$ cat src/rtl/prio_enc_pkg.sv
// ----------------------------------------------------------------------------
// prio_enc_pkg
// Shared definitions for the registered priority encoder:
//   - priority mode constants (fixed / round-robin)
//   - onehot_to_idx : index of the single set bit of a one-hot vector
//   - popcount      : number of set bits in a vector
// Both helpers take a 32-bit operand, so request vectors up to 32 lines wide
// are supported by zero-extending into them.
// ----------------------------------------------------------------------------
package prio_enc_pkg;

    localparam int PRIO_FIXED = 0;
    localparam int PRIO_RR    = 1;

    // OR-reduction of the bit positions; exact for a one-hot operand.
    function automatic int unsigned onehot_to_idx(input logic [31:0] oh);
        int unsigned idx;
        idx = 0;
        for (int i = 0; i < 32; i++) begin
            if (oh[i]) idx = idx | i;
        end
        return idx;
    endfunction

    function automatic int unsigned popcount(input logic [31:0] vec);
        int unsigned cnt;
        cnt = 0;
        for (int i = 0; i < 32; i++) begin
            cnt = cnt + 32'(vec[i]);
        end
        return cnt;
    endfunction

endpackage

$ cat src/rtl/prio_encoder_q_if.sv
// ----------------------------------------------------------------------------
// prio_encoder_q_if
// Request / grant bundle for prio_encoder_q.
//   req_in, req_valid : request vector and its qualifier (into the encoder)
//   out_valid, out_idx, out_multi, out_ready : grant handshake
//   pending, merge_cnt : status visibility
// Modports: master = request source and consumer, slave = the encoder.
// ----------------------------------------------------------------------------
interface prio_encoder_q_if #(
    parameter int N     = 8,
    parameter int CNT_W = 8
);
    localparam int W = $clog2(N);

    logic [N-1:0]     req_in;
    logic             req_valid;
    logic             out_valid;
    logic             out_ready;
    logic [W-1:0]     out_idx;
    logic             out_multi;
    logic [N-1:0]     pending;
    logic [CNT_W-1:0] merge_cnt;

    modport master (
        output req_in, req_valid, out_ready,
        input  out_valid, out_idx, out_multi, pending, merge_cnt
    );

    modport slave (
        input  req_in, req_valid, out_ready,
        output out_valid, out_idx, out_multi, pending, merge_cnt
    );
endinterface

$ cat src/rtl/prio_select.sv
// ----------------------------------------------------------------------------
// prio_select
// Purely combinational winner selection over the registered pending set.
//   pending_i : pending request set
//   rr_ptr_i  : round-robin start position (ignored in fixed mode)
//   mode_i    : 0 = lowest index wins, 1 = first set index at/above rr_ptr_i
//   idx_o     : selected index (only meaningful when found_o)
//   found_o   : pending_i is non-zero
// ----------------------------------------------------------------------------
module prio_select
    import prio_enc_pkg::*;
#(
    parameter int N = 8,
    parameter int W = $clog2(N)
) (
    input  logic [N-1:0] pending_i,
    input  logic [W-1:0] rr_ptr_i,
    input  logic         mode_i,
    output logic [W-1:0] idx_o,
    output logic         found_o
);
    logic [N-1:0] ptr_bit;
    logic [N-1:0] above;
    logic [N-1:0] cand;
    logic [N-1:0] lowest;

    // Round-robin search with wrap: prefer the lowest set bit at or above the
    // pointer; if there is none, the wrapped search reduces to the lowest set
    // bit of the whole vector. rr_ptr_i is always < N, so no index >= N is
    // ever produced even for non-power-of-two N.
    // NOTE: blocking assignments in combinational logic, with every output
    // assigned on every path so no latch is inferred.
    always_comb begin
        ptr_bit = N'(1) << rr_ptr_i;
        above   = pending_i & ~(ptr_bit - N'(1));
        cand    = (mode_i && (|above)) ? above : pending_i;
        lowest  = cand & (~cand + N'(1));
        idx_o   = W'(onehot_to_idx(32'(lowest)));
        found_o = |pending_i;
    end

endmodule

$ cat src/rtl/prio_encoder_q.sv
// ----------------------------------------------------------------------------
// prio_encoder_q
// Registered N-line priority encoder with a pending set and a valid/ready
// output. Requests accumulate in the pending set; one index is granted per
// accepted handshake, either lowest-index-first (RR=0) or round-robin (RR=1).
//   clk  : rising-edge clock
//   rst  : asynchronous active-high reset
//   bus  : prio_encoder_q_if.slave (requests, grant handshake, status)
// Parameters: N request lines (2..32), RR priority mode, CNT_W merge-counter
// width. The index width is derived from N.
// ----------------------------------------------------------------------------
module prio_encoder_q
    import prio_enc_pkg::*;
#(
    parameter int N     = 8,
    parameter int RR    = PRIO_FIXED,
    parameter int CNT_W = 8
) (
    input  logic                  clk,
    input  logic                  rst,
    prio_encoder_q_if.slave       bus
);
    localparam int W = $clog2(N);

    logic [N-1:0]     pending_q,   pending_d;
    logic             out_valid_q, out_valid_d;
    logic [W-1:0]     out_idx_q,   out_idx_d;
    logic             out_multi_q, out_multi_d;
    logic [CNT_W-1:0] merge_cnt_q, merge_cnt_d;
    logic [W-1:0]     rr_ptr_q,    rr_ptr_d;

    logic [W-1:0]     sel_idx;
    logic             sel_found;
    logic             load;
    logic [N-1:0]     add;
    logic [N-1:0]     grant_mask;

    prio_select #(
        .N (N),
        .W (W)
    ) u_select (
        .pending_i (pending_q),
        .rr_ptr_i  (rr_ptr_q),
        .mode_i    (RR == PRIO_RR),
        .idx_o     (sel_idx),
        .found_o   (sel_found)
    );

    always_comb begin
        pending_d   = pending_q;
        out_valid_d = out_valid_q;
        out_idx_d   = out_idx_q;
        out_multi_d = out_multi_q;
        merge_cnt_d = merge_cnt_q;
        rr_ptr_d    = rr_ptr_q;
        grant_mask  = '0;

        // The output register may take a new index when it is empty or its
        // current content is being consumed in this cycle.
        load = !out_valid_q || bus.out_ready;
        add  = bus.req_valid ? bus.req_in : '0;

        if (load) begin
            if (sel_found) begin
                out_valid_d = 1'b1;
                out_idx_d   = sel_idx;
                out_multi_d = popcount(32'(pending_q)) > 1;
                grant_mask  = N'(1) << sel_idx;
                if (RR == PRIO_RR) begin
                    rr_ptr_d = (sel_idx == W'(N - 1)) ? '0 : sel_idx + W'(1);
                end
            end else begin
                // Index and multi flag keep their last values when idle.
                out_valid_d = 1'b0;
            end
        end

        // A re-request of a bit that stays pending is a merged duplicate; one
        // count per cycle regardless of how many bits merged.
        if ((|(add & pending_q & ~grant_mask)) && (merge_cnt_q != '1)) begin
            merge_cnt_d = merge_cnt_q + CNT_W'(1);
        end

        // OR-ing add last lets a same-cycle re-request override its grant.
        pending_d = (pending_q & ~grant_mask) | add;
    end

    // NOTE: sequential state uses non-blocking assignments so every register
    // samples the pre-edge values of the others.
    always_ff @(posedge clk or posedge rst) begin
        if (rst) begin
            pending_q   <= '0;
            out_valid_q <= 1'b0;
            out_idx_q   <= '0;
            out_multi_q <= 1'b0;
            merge_cnt_q <= '0;
            rr_ptr_q    <= '0;
        end else begin
            pending_q   <= pending_d;
            out_valid_q <= out_valid_d;
            out_idx_q   <= out_idx_d;
            out_multi_q <= out_multi_d;
            merge_cnt_q <= merge_cnt_d;
            rr_ptr_q    <= rr_ptr_d;
        end
    end

    assign bus.out_valid = out_valid_q;
    assign bus.out_idx   = out_idx_q;
    assign bus.out_multi = out_multi_q;
    assign bus.pending   = pending_q;
    assign bus.merge_cnt = merge_cnt_q;

endmodule
$ cat src/flat_wrapper.sv
// flat-port wrapper written by rule: the top's interface ports become plain ports
module prio_encoder_q_flat import prio_enc_pkg::*;
#(
    parameter int N     = 8,
    parameter int RR    = PRIO_FIXED,
    parameter int CNT_W = 8
)
  (clk, rst, bus_req_in, bus_req_valid, bus_out_ready, bus_out_valid, bus_out_idx, bus_out_multi, bus_pending, bus_merge_cnt);
  prio_encoder_q_if #(.N(N), .CNT_W(CNT_W)) bus_i ();
  input  logic clk;
  input  logic rst;
  input wire logic [$bits(bus_i.req_in)-1:0] bus_req_in;
  input wire logic [$bits(bus_i.req_valid)-1:0] bus_req_valid;
  input wire logic [$bits(bus_i.out_ready)-1:0] bus_out_ready;
  output wire logic [$bits(bus_i.out_valid)-1:0] bus_out_valid;
  output wire logic [$bits(bus_i.out_idx)-1:0] bus_out_idx;
  output wire logic [$bits(bus_i.out_multi)-1:0] bus_out_multi;
  output wire logic [$bits(bus_i.pending)-1:0] bus_pending;
  output wire logic [$bits(bus_i.merge_cnt)-1:0] bus_merge_cnt;
  assign bus_i.req_in = bus_req_in;
  assign bus_i.req_valid = bus_req_valid;
  assign bus_i.out_ready = bus_out_ready;
  assign bus_out_valid = bus_i.out_valid;
  assign bus_out_idx = bus_i.out_idx;
  assign bus_out_multi = bus_i.out_multi;
  assign bus_pending = bus_i.pending;
  assign bus_merge_cnt = bus_i.merge_cnt;
  prio_encoder_q #(.N(N), .RR(RR), .CNT_W(CNT_W)) u_core (.clk(clk), .rst(rst), .bus(bus_i));
endmodule
$ cat config.mk
export PLATFORM = sky130hd
export DESIGN_NAME = prio_encoder_q_flat
export DESIGN_NICKNAME = d
export VERILOG_FILES = /design/src/rtl/prio_enc_pkg.sv /design/src/rtl/prio_encoder_q_if.sv /design/src/rtl/prio_select.sv /design/src/rtl/prio_encoder_q.sv /design/src/flat_wrapper.sv
export SDC_FILE = /design/constraint.sdc
export NUM_CORES = 1
export LEC_CHECK = 0
export ABC_AREA = 1
export BUFFER_PORTS_ARGS = -buffer_cell sky130_fd_sc_hd__buf_4
export CAP_MARGIN = 0
export CORE_AREA = 2 2 77 79
export DETAILED_ROUTE_END_ITERATION = 16
export DIE_AREA = 0 0 79 81
export GPL_ROUTABILITY_DRIVEN = 0
export GPL_TIMING_DRIVEN = 0
export MAX_ROUTING_LAYER = met4
export SLEW_MARGIN = 20
export SYNTH_ARGS = -nofsm -noshare
export SYNTH_HDL_FRONTEND = slang
export SYNTH_HIERARCHICAL = 1
export SYNTH_SLANG_ARGS = --single-unit
$ cat constraint.sdc
create_clock -name clk -period 2.9 [get_ports clk]
set_clock_uncertainty 0.2 [all_clocks]
set_input_delay 0.58 -clock clk [delete_from_list [all_inputs] [get_ports clk]]
set_output_delay 0.58 -clock clk [all_outputs]
set_load 0.02 [all_outputs]
**After elaboration in Yosys (flattened, before gate mapping)**

Cells that the tools add are included.

- Register bits: 21
- Input bits: 12
- Word-level logic and storage cells: 41

- Add/sub/neg operators: 9
- $lt $le $gt $ge: 1
- Equal/unequal tests: 1
- Shift-type cells: 1
- Mux-type cells: 11
- Bitwise logic cells: 7
- Reductions and logical operators: 6

Operator list:

| cell | count |
|---|---|
| 32-bit by 1-bit adder with 32-bit output | 6 |
| 8-bit bitwise AND | 4 |
| 32-bit by 1-bit > comparator with 1-bit output (second input constant) | 1 |
| 8-bit 2-to-1 mux | 3 |
| 8-bit by 1-bit adder with 8-bit output (second input constant) | 2 |
| 8-bit NOT | 2 |
| 8-bit OR reduction | 2 |
| 3-bit 2-to-1 mux | 4 |
| 8-bit != test (second input constant) | 1 |
| 8-bit OR | 1 |
| 1-bit by 3-bit left shift with 8-bit output (first input constant) | 1 |
| 2-bit 2-to-1 mux | 2 |
| 1-bit by 1-bit adder with 2-bit output | 1 |
| 1-bit 2-to-1 mux | 2 |
| 2-bit AND reduction | 1 |
| 1-bit logical AND | 1 |
| 1-bit zero test | 1 |
| 1-bit logical OR | 1 |

**Depth between registers and ports, before layout**

Gate-level depths: netlist of the first run.

- Depth after elaboration: 17
- Mapped depth: 22
- Depth with buffers taken out: 22

**By module**

The synthesis of the first run kept the hierarchy.

By module, submodules not included:

| module | instances | cells an instance | area an instance (µm²) | seq. area each (µm²) |
|---|---|---|---|---|
| prio_encoder_q | 1 | 181 | 1,337.5 | 525.5 |
| prio_select | 1 | 56 | 282.8 | 0.0 |

**Worst setup path after synthesis of the first run**

Ideal clock, no wire load.

- Kind: register to register
- Start point: register u_core.pending_q[0], in the netlist u_core/bus.pending[0]
- End point: register u_core.out_multi_q, in the netlist u_core/bus.out_multi
- Data arrival time: 2,901 ps
- Required time: 2,578 ps
- Slack: -323 ps
- Stages on the path, launching flop included: 12
- Buffers on the path: 0
- Clock period less this slack: 3,223 ps
- Path through: dfrtp_1 -> fa_1 -> inv_1 -> fa_1 -> fa_1 -> inv_1 -> ha_1 -> inv_1 -> fa_1 -> o21ai_0 -> nor2_1 -> a21oi_1

- Cells in the longest elaborated chain, start to end: 8
- Elaborated cells on any way between the ends: 10

RTL lines:

| element | line | text |
|---|---|---|
| start, declared | prio_encoder_q.sv:25 | `logic [N-1:0] pending_q, pending_d;` |
| start signal, assigned | prio_encoder_q.sv:99 | `pending_q <= pending_d;` |
| 1-bit by 1-bit adder with 2-bit output | prio_enc_pkg.sv:29 | `cnt = cnt + 32'(vec[i]);` |
| 32-bit by 1-bit adder with 32-bit output (6 in series) | prio_enc_pkg.sv:29 |  |
| 32-bit by 1-bit > comparator with 1-bit output | prio_encoder_q.sv:67 | `out_multi_d = popcount(32'(pending_q)) > 1;` |
| end signal, assigned | prio_encoder_q.sv:102 | `out_multi_q <= out_multi_d;` |
| end, declared | prio_encoder_q.sv:28 | `logic out_multi_q, out_multi_d;` |

Parallel ways exist; a longest one is shown, timed or not.
A chain may end at the register's enable or synchronous reset.

**Worst setup path after layout of the first run**

- Start point: register u_core.pending_q[1], in the netlist u_core/bus.pending[1]
- End point: register u_core.out_multi_q, in the netlist u_core/bus.out_multi

The elaborated chain is that of the path after synthesis.

==> impl_metrics.json, run 1 <==
{
  "status": "finished, violations left",
  "failed_checks": "negative setup slack",
  "worst_pin_slew_ns": 0.808,
  "dp_hpwl_um": 2890,
  "synth-edff-count": 0,
  "postLayoutCellArea_um2": 2090,
  "drv_cap": 0,
  "ys_seq_area_share_pct": 32.4,
  "core_area_um2": 5680,
  "drcViolationCount": 0,
  "ys_async_sr_fraction_pct": 100,
  "antenna_cells": 0,
  "power_density_nw_per_um2": 893,
  "critPathCaptureType": "flip-flop",
  "fin_ws_ns": -0.305,
  "synth_cell_type_count": 28,
  "dr_total_vias": 1528,
  "final_layout_size_suffix_gt1_share_pct": 24.1,
  "cts_tree": "built",
  "layout.cells.non_filler": 365,
  "period_share_pct": 111,
  "first_global_vias": 1403,
  "setup_viol": 1,
  "via_per_inst": 4.19,
  "die_w_um": 79,
  "r2r_cells": 11,
  "avgSynthCellArea_um2": 6.84,
  "antenna_found_initial": 0,
  "drt_wl_total_um": 3700,
  "crit_arrival_ns": 3.16,
  "area_delta_synth_final_pct": 29.3,
  "drtAntennaViolNets": 0,
  "critPathMaxFanout": 2,
  "nNetsFinal": 311,
  "ir_drop_mv": 0.438,
  "h-tree-depth": 1,
  "placed_area_um2": 2010,
  "finalCriticalPeriod_ns": 3.20,
  "root_buffer": "clkbuf_8",
  "path_clk_slew_ns": 0.08,
  "firstDrtPassIters": 4,
  "cp.required_ns": 2.85,
  "slew_violations": 0,
  "multi_input_area_um2": 1010,
  "rows": 28,
  "fp.dieH_um": 81,
  "cts_made_buffers": 3,
  "hold_violations": 0,
  "io_pins": 33,
  "rsz0062_at_grt": "true",
  "max_freq_ghz": 0.312,
  "ctsHoldBuffers": 0,
  "track_usage_pct": 13.1,
  "ys_seq_elements": 21,
  "holdWs_ns": 0.274,
  "synth_ff_type": "dfrtp_1",
  "p_leak_nw": 1.16,
  "grt_max_degree": 22,
  "hold_class": "input pin to async pin",
  "grt_pass1_wl_um": 6530,
  "fillers": 638,
  "path_class": "flip-flop to flip-flop",
  "start_util_pct": 28.5,
  "die-area_um2": 6400,
  "port_buffers": 32,
  "dpl_worst_slack_ns": -0.352,
  "netlist_instances": 237,
  "yosysWarnings": 6,
  "clkLatencyLatePin_ns": 0.26,
  "start_kind": "flip-flop",
  "numPlacedInstances": 358,
  "initialDrtViolationCount": 120,
  "ff_latch_area_um2": 529,
  "syn-cell-area_um2": 1620,
  "clockBufferDepth": 2,
  "post_drt_wl_per_cell_um": 10.1,
  "tns_ns": -0.305,
  "cts.sinks": 21,
  "relSlewSlack_pct": 46.1,
  "grt-ovfl-total": 0
}
-- per-layer routing --
layer  track usage (%)  vias to the layer above  part of all wire [%]
met1              18.6                      661                    50
met5                 -                        -                     0
met2              19.4                       33                    44
met3              1.89                        4                   4.6
li1                  -                      830                     -
met4              3.97                        0                   1.0
-- synth_stat cells, types with 6 or more instances --
library cell,n,area share (%)
nand3_1,15,4.6
dfrtp_1,21,32
nor3_1,9,2.8
inv_1,30,6.9
nor2_1,18,4.2
nand2_1,81,19
inv_2,6,1.4
o21ai_1,8,2.5
nand2_2,6,2.3
-- critical path, stage by stage, from the launching register on --
cell and delay [ns]:
dfrtp_2 0.42, fa_1 0.53, inv_1 0.05, fa_1 0.49, fa_1 0.43, inv_1 0.08
ha_1 0.15, inv_1 0.05, fa_1 0.49, o21ai_2 0.05, nor2_1 0.08, a21oi_1 0.07
-- cell families after synthesis --
| logic type | synth area share (%) |
|---|---|
| compound gates | 9.03 |
| other cells | 0.231 |
| fa+ha+maj | 8.03 |
| xor+xnor | 2.16 |
| flops | 32.4 |
| simple gates | 38.8 |
| buf+inv | 9.27 |
-- registers in the layout (all words and copies together) (netlist names) --
name	count
u_core/bus.merge_cnt	8
u_core/bus.pending	8
u_core/bus.out_idx	3
u_core/bus.out_valid	1
u_core/bus.out_multi	1
-- what timing repair did --
item,4_1_cts,5_1_grt
pin swaps,0,1
setup buffers,3,0
setup endpoints to repair,1,9
resized for setup,1,4
-- stage by stage --
stage                     util [%]  total power, mW
after detailed placement      35.4             1.60
final                         36.9             1.87
after global placement        35.4             1.58
after floorplan                  -             1.27
after CTS                     36.6             1.84
after global routing          36.9             2.09
-- cells in the final DEF, fill, tap and decap left out --
cell type / Yosys / final
nand3_2: 1 / 1
inv_2: 6 / 6
nor3_4: 0 / 1
ha_1: 4 / 4
conb_1: 1 / 15
fa_1: 4 / 4
o21bai_1: 2 / 2
a21oi_2: 1 / 1
inv_1: 30 / 30
a21boi_2: 1 / 1
nand4_1: 3 / 3
clkbuf_8: 0 / 3
a21boi_1: 1 / 1
nand2_4: 3 / 3
buf_6: 1 / 1
nor2_1: 18 / 18
nand2_1: 81 / 81
nand3_1: 15 / 15
xor2_1: 4 / 4
dfrtp_2: 0 / 3
o21ai_1: 8 / 8
buf_4: 0 / 35
o21ai_2: 2 / 3
o21ai_0: 4 / 3
o21bai_2: 1 / 1
clkinv_2: 0 / 1
nand2_2: 6 / 6
nor3_1: 9 / 8
a21oi_1: 3 / 3
nor2_2: 4 / 4
dfrtp_1: 21 / 18
clkinv_1: 1 / 1
nor4_1: 2 / 2
-- power by group --
part           internal [mW]  switching, mW
Clock                 0.0957         0.0992
Combinational          0.486          0.681
Sequential             0.396          0.114
Total                  0.977          0.894
-- path summary, 6_finish.rpt --
path	start	end	slack, ns
max	u_core/bus.pending[1]$_DFF_PP0_	u_core/bus.out_multi$_DFFE_PP0P_	-0.30
min	rst	u_core/bus.out_idx[2]$_DFFE_PP0P_	0.27
max reg2reg	u_core/bus.pending[1]$_DFF_PP0_	u_core/bus.out_multi$_DFFE_PP0P_	-0.30
min reg2reg	u_core/bus.out_idx[0]$_DFFE_PP0P_	u_core/bus.out_idx[0]$_DFFE_PP0P_	0.29
max in group asynchronous	rst	u_core/bus.pending[0]$_DFF_PP0_	1.67
min in group clk	u_core/bus.out_idx[0]$_DFFE_PP0P_	u_core/bus.out_idx[0]$_DFFE_PP0P_	0.29
-- area by class of cell --
cell class,instances,share of cell area [%]
clock buffers,3,1.97
repair buffers,35,12.5
plain buffers,1,0.538
flip-flops and latches,21,25.3
multi-input cells,192,48.3
clock inverters,1,0.239
inverters,37,6.63
well taps,75,4.48
No activity file was read; power rests on OpenSTA's default activity.
==> inputs of run 2 (changes only) <==
- ABC_AREA: 1 -> not set
- CORE_AREA: 2 2 77 79 -> 2 2 78 80
- DIE_AREA: 0 0 79 81 -> 0 0 80 82
- MAX_ROUTING_LAYER: met4 -> not set
==> impl_metrics.json, run 2 <==
{
  "status": "finished, violations left",
  "failed_checks": "negative setup slack",
  "h-tree-depth": 1,
  "via_per_inst": 4.95,
  "cp.required_ns": 2.84,
  "max_freq_ghz": 0.309,
  "synth.most_common_cell": "dfrtp_1",
  "avgSynthCellArea_um2": 9.20,
  "cts_tree": "built",
  "antenna_cells": 0,
  "crit_arrival_ns": 3.18,
  "slew_violations": 0,
  "start_kind": "flip-flop",
  "drt_wl_total_um": 4410,
  "ys_seq_area_share_pct": 31.4,
  "numPlacedInstances": 300,
  "layout_commonest_cell": "buf_4",
  "die_w_um": 80,
  "fillers": 595,
  "dp_hpwl_um": 3090,
  "port_buffers": 32,
  "rsz0062_at_grt": "true",
  "layout_common_cells": "buf_4, nand2_1, dfrtp_1",
  "yosysWarnings": 6,
  "period_share_pct": 112,
  "rows": 28,
  "synth-edff-count": 0,
  "track_usage_pct": 14.4,
  "drtAntennaViolNets": 0,
  "finalCriticalPeriod_ns": 3.24,
  "fin_ws_ns": -0.341,
  "critPathCaptureType": "flip-flop",
  "synth_cell_type_count": 63,
  "dr_total_vias": 1619,
  "slowest_stage": "or4b_4",
  "hold_violations": 0,
  "relSlewSlack_pct": 47.0,
  "ir_drop_mv": 0.518,
  "critPathMaxFanout": 4,
  "grt_max_degree": 22,
  "critPathBufInv": 4,
  "initialDrtViolationCount": 39,
  "cts.sinks": 21,
  "cts_made_buffers": 3,
  "p_leak_nw": 1.11,
  "root_buffer": "clkbuf_8",
  "worst_pin_slew_ns": 0.795,
  "power_mw": 1.71,
  "placed_area_um2": 2070,
  "path_class": "flip-flop to flip-flop",
  "nNetsFinal": 273,
  "first_global_vias": 1612,
  "syn-cell-area_um2": 1670,
  "layout.cells.non_filler": 327,
  "holdWs_ns": 0.259,
  "core_area_um2": 5750,
  "worstPathCellList": "buf_4 -> buf_6 -> nor4b_4 -> nor4_4 -> o211a_1 -> nor3_1 -> o32ai_2 -> inv_2 -> or4b_4 -> a21oi_2 -> o221ai_2 -> o22ai_4 -> buf_4 -> nor2_2 -> xor2_1",
  "start_util_pct": 29.1,
  "power_density_nw_per_um2": 714,
  "yosys.area.top_type": "dfrtp_1",
  "antenna_found_initial": 0,
  "synth_ff_type": "dfrtp_1",
  "io_pins": 33,
  "fp.dieH_um": 82,
  "drv_cap": 0,
  "grt-ovfl-total": 0,
  "final_layout_size_suffix_gt1_share_pct": 41.7,
  "drcViolationCount": 0,
  "ys_top_cells_by_area": "dfrtp_1, fa_1, nand2_1",
  "ys_seq_elements": 21,
  "clockBufferDepth": 2,
  "path_clk_slew_ns": 0.09,
  "clkLatencyLatePin_ns": 0.27,
  "path_delay_family": "compound AO/OA/AOI/OAI gates",
  "cp_common_cell": "buf_4",
  "postLayoutCellArea_um2": 2390,
  "grt_pass1_wl_um": 7440,
  "setup_viol": 9,
  "netlist_instances": 182,
  "die-area_um2": 6560,
  "synthTopCellsByCount": "dfrtp_1, nand2_1, inv_1",
  "hold_class": "input pin to async pin",
  "synth_top_area_share_pct": 31.4,
  "area_delta_synth_final_pct": 42.8,
  "firstDrtPassIters": 4,
  "ys_async_sr_fraction_pct": 100,
  "dpl_worst_slack_ns": -0.523,
  "post_drt_wl_per_cell_um": 13.5,
  "slowest_delay_ns": 0.51
}
run 2: metrics by stage:
stage / utilization [%] / TNS, ns
global placement: 36.1 / -3.91
CTS: 40.4 / -3.02
floorplan: - / -1.69
detailed placement: 36.1 / -3.86
finish: 41.6 / -2.88
global route: 41.6 / -4.45
run 2: cells by family after synthesis:
logic type	after synthesis	share of synthesized area [%]
buf+inv	24	6.13
fa+ha+maj	8	7.77
xor+xnor	6	3.14
flops	21	31.4
simple gates	71	22.9
mux	4	2.91
compound gates	47	25.6
other cells	1	0.224
run 2: power by group:
| part | total [mW] | switching [mW] | internal, mW |
|---|---|---|---|
| registers | 0.495 | 0.112 | 0.383 |
| clock network | 0.199 | 0.103 | 0.0959 |
| logic | 1.01 | 0.516 | 0.495 |
| total | 1.71 | 0.731 | 0.974 |
run 2: timing repair:
action | 4_1_cts | 5_1_grt
hold buffers | 0 | 0
pin swaps | 3 | 1
endpoints found under the setup margin | 9 | 9
resized for setup | 13 | 9
gates cloned | 0 | 0
setup buffers | 20 | 3
run 2: worst paths after layout:
kind / from / to / slack [ns] / cells after the start
worst min register to register: u_core/bus.out_multi$_DFFE_PP0P_ / u_core/bus.out_multi$_DFFE_PP0P_ / 0.30 / 1
worst max register to register: u_core/bus.pending[0]$_DFF_PP0_ / u_core/bus.merge_cnt[2]$_DFFE_PP0P_ / -0.34 / 15
worst min-delay path: rst / u_core/bus.merge_cnt[3]$_DFFE_PP0P_ / 0.26 / 2
worst max-delay path: u_core/bus.pending[0]$_DFF_PP0_ / u_core/bus.merge_cnt[2]$_DFFE_PP0P_ / -0.34 / 15
max in group asynchronous: rst / u_core/bus.pending[1]$_DFF_PP0_ / 1.69 / 2
min in group clk: u_core/bus.out_multi$_DFFE_PP0P_ / u_core/bus.out_multi$_DFFE_PP0P_ / 0.30 / 1
run 2: final cells by class:
cell class	count	area [um2]	share of cell area (%)
multi-input cells	148	1180	49.3
clock inverters	1	5.00	0.209
inverters	18	67.6	2.83
flip-flops and latches	21	533	22.3
plain buffers	6	35.0	1.47
repair buffers	55	437	18.3
well taps	75	93.8	3.93
clock buffers	3	41.3	1.73
run 2: metal layers:
layer	share of wire (%)	global-route usage, %	wire length [um]	vias to the layer above
li1	-	-	-	784
met5	0	0	0	-
met2	47	24.2	2090	48
met4	2.2	5.76	96	0
met3	4.7	1.32	208	10
met1	46	19.2	2020	777
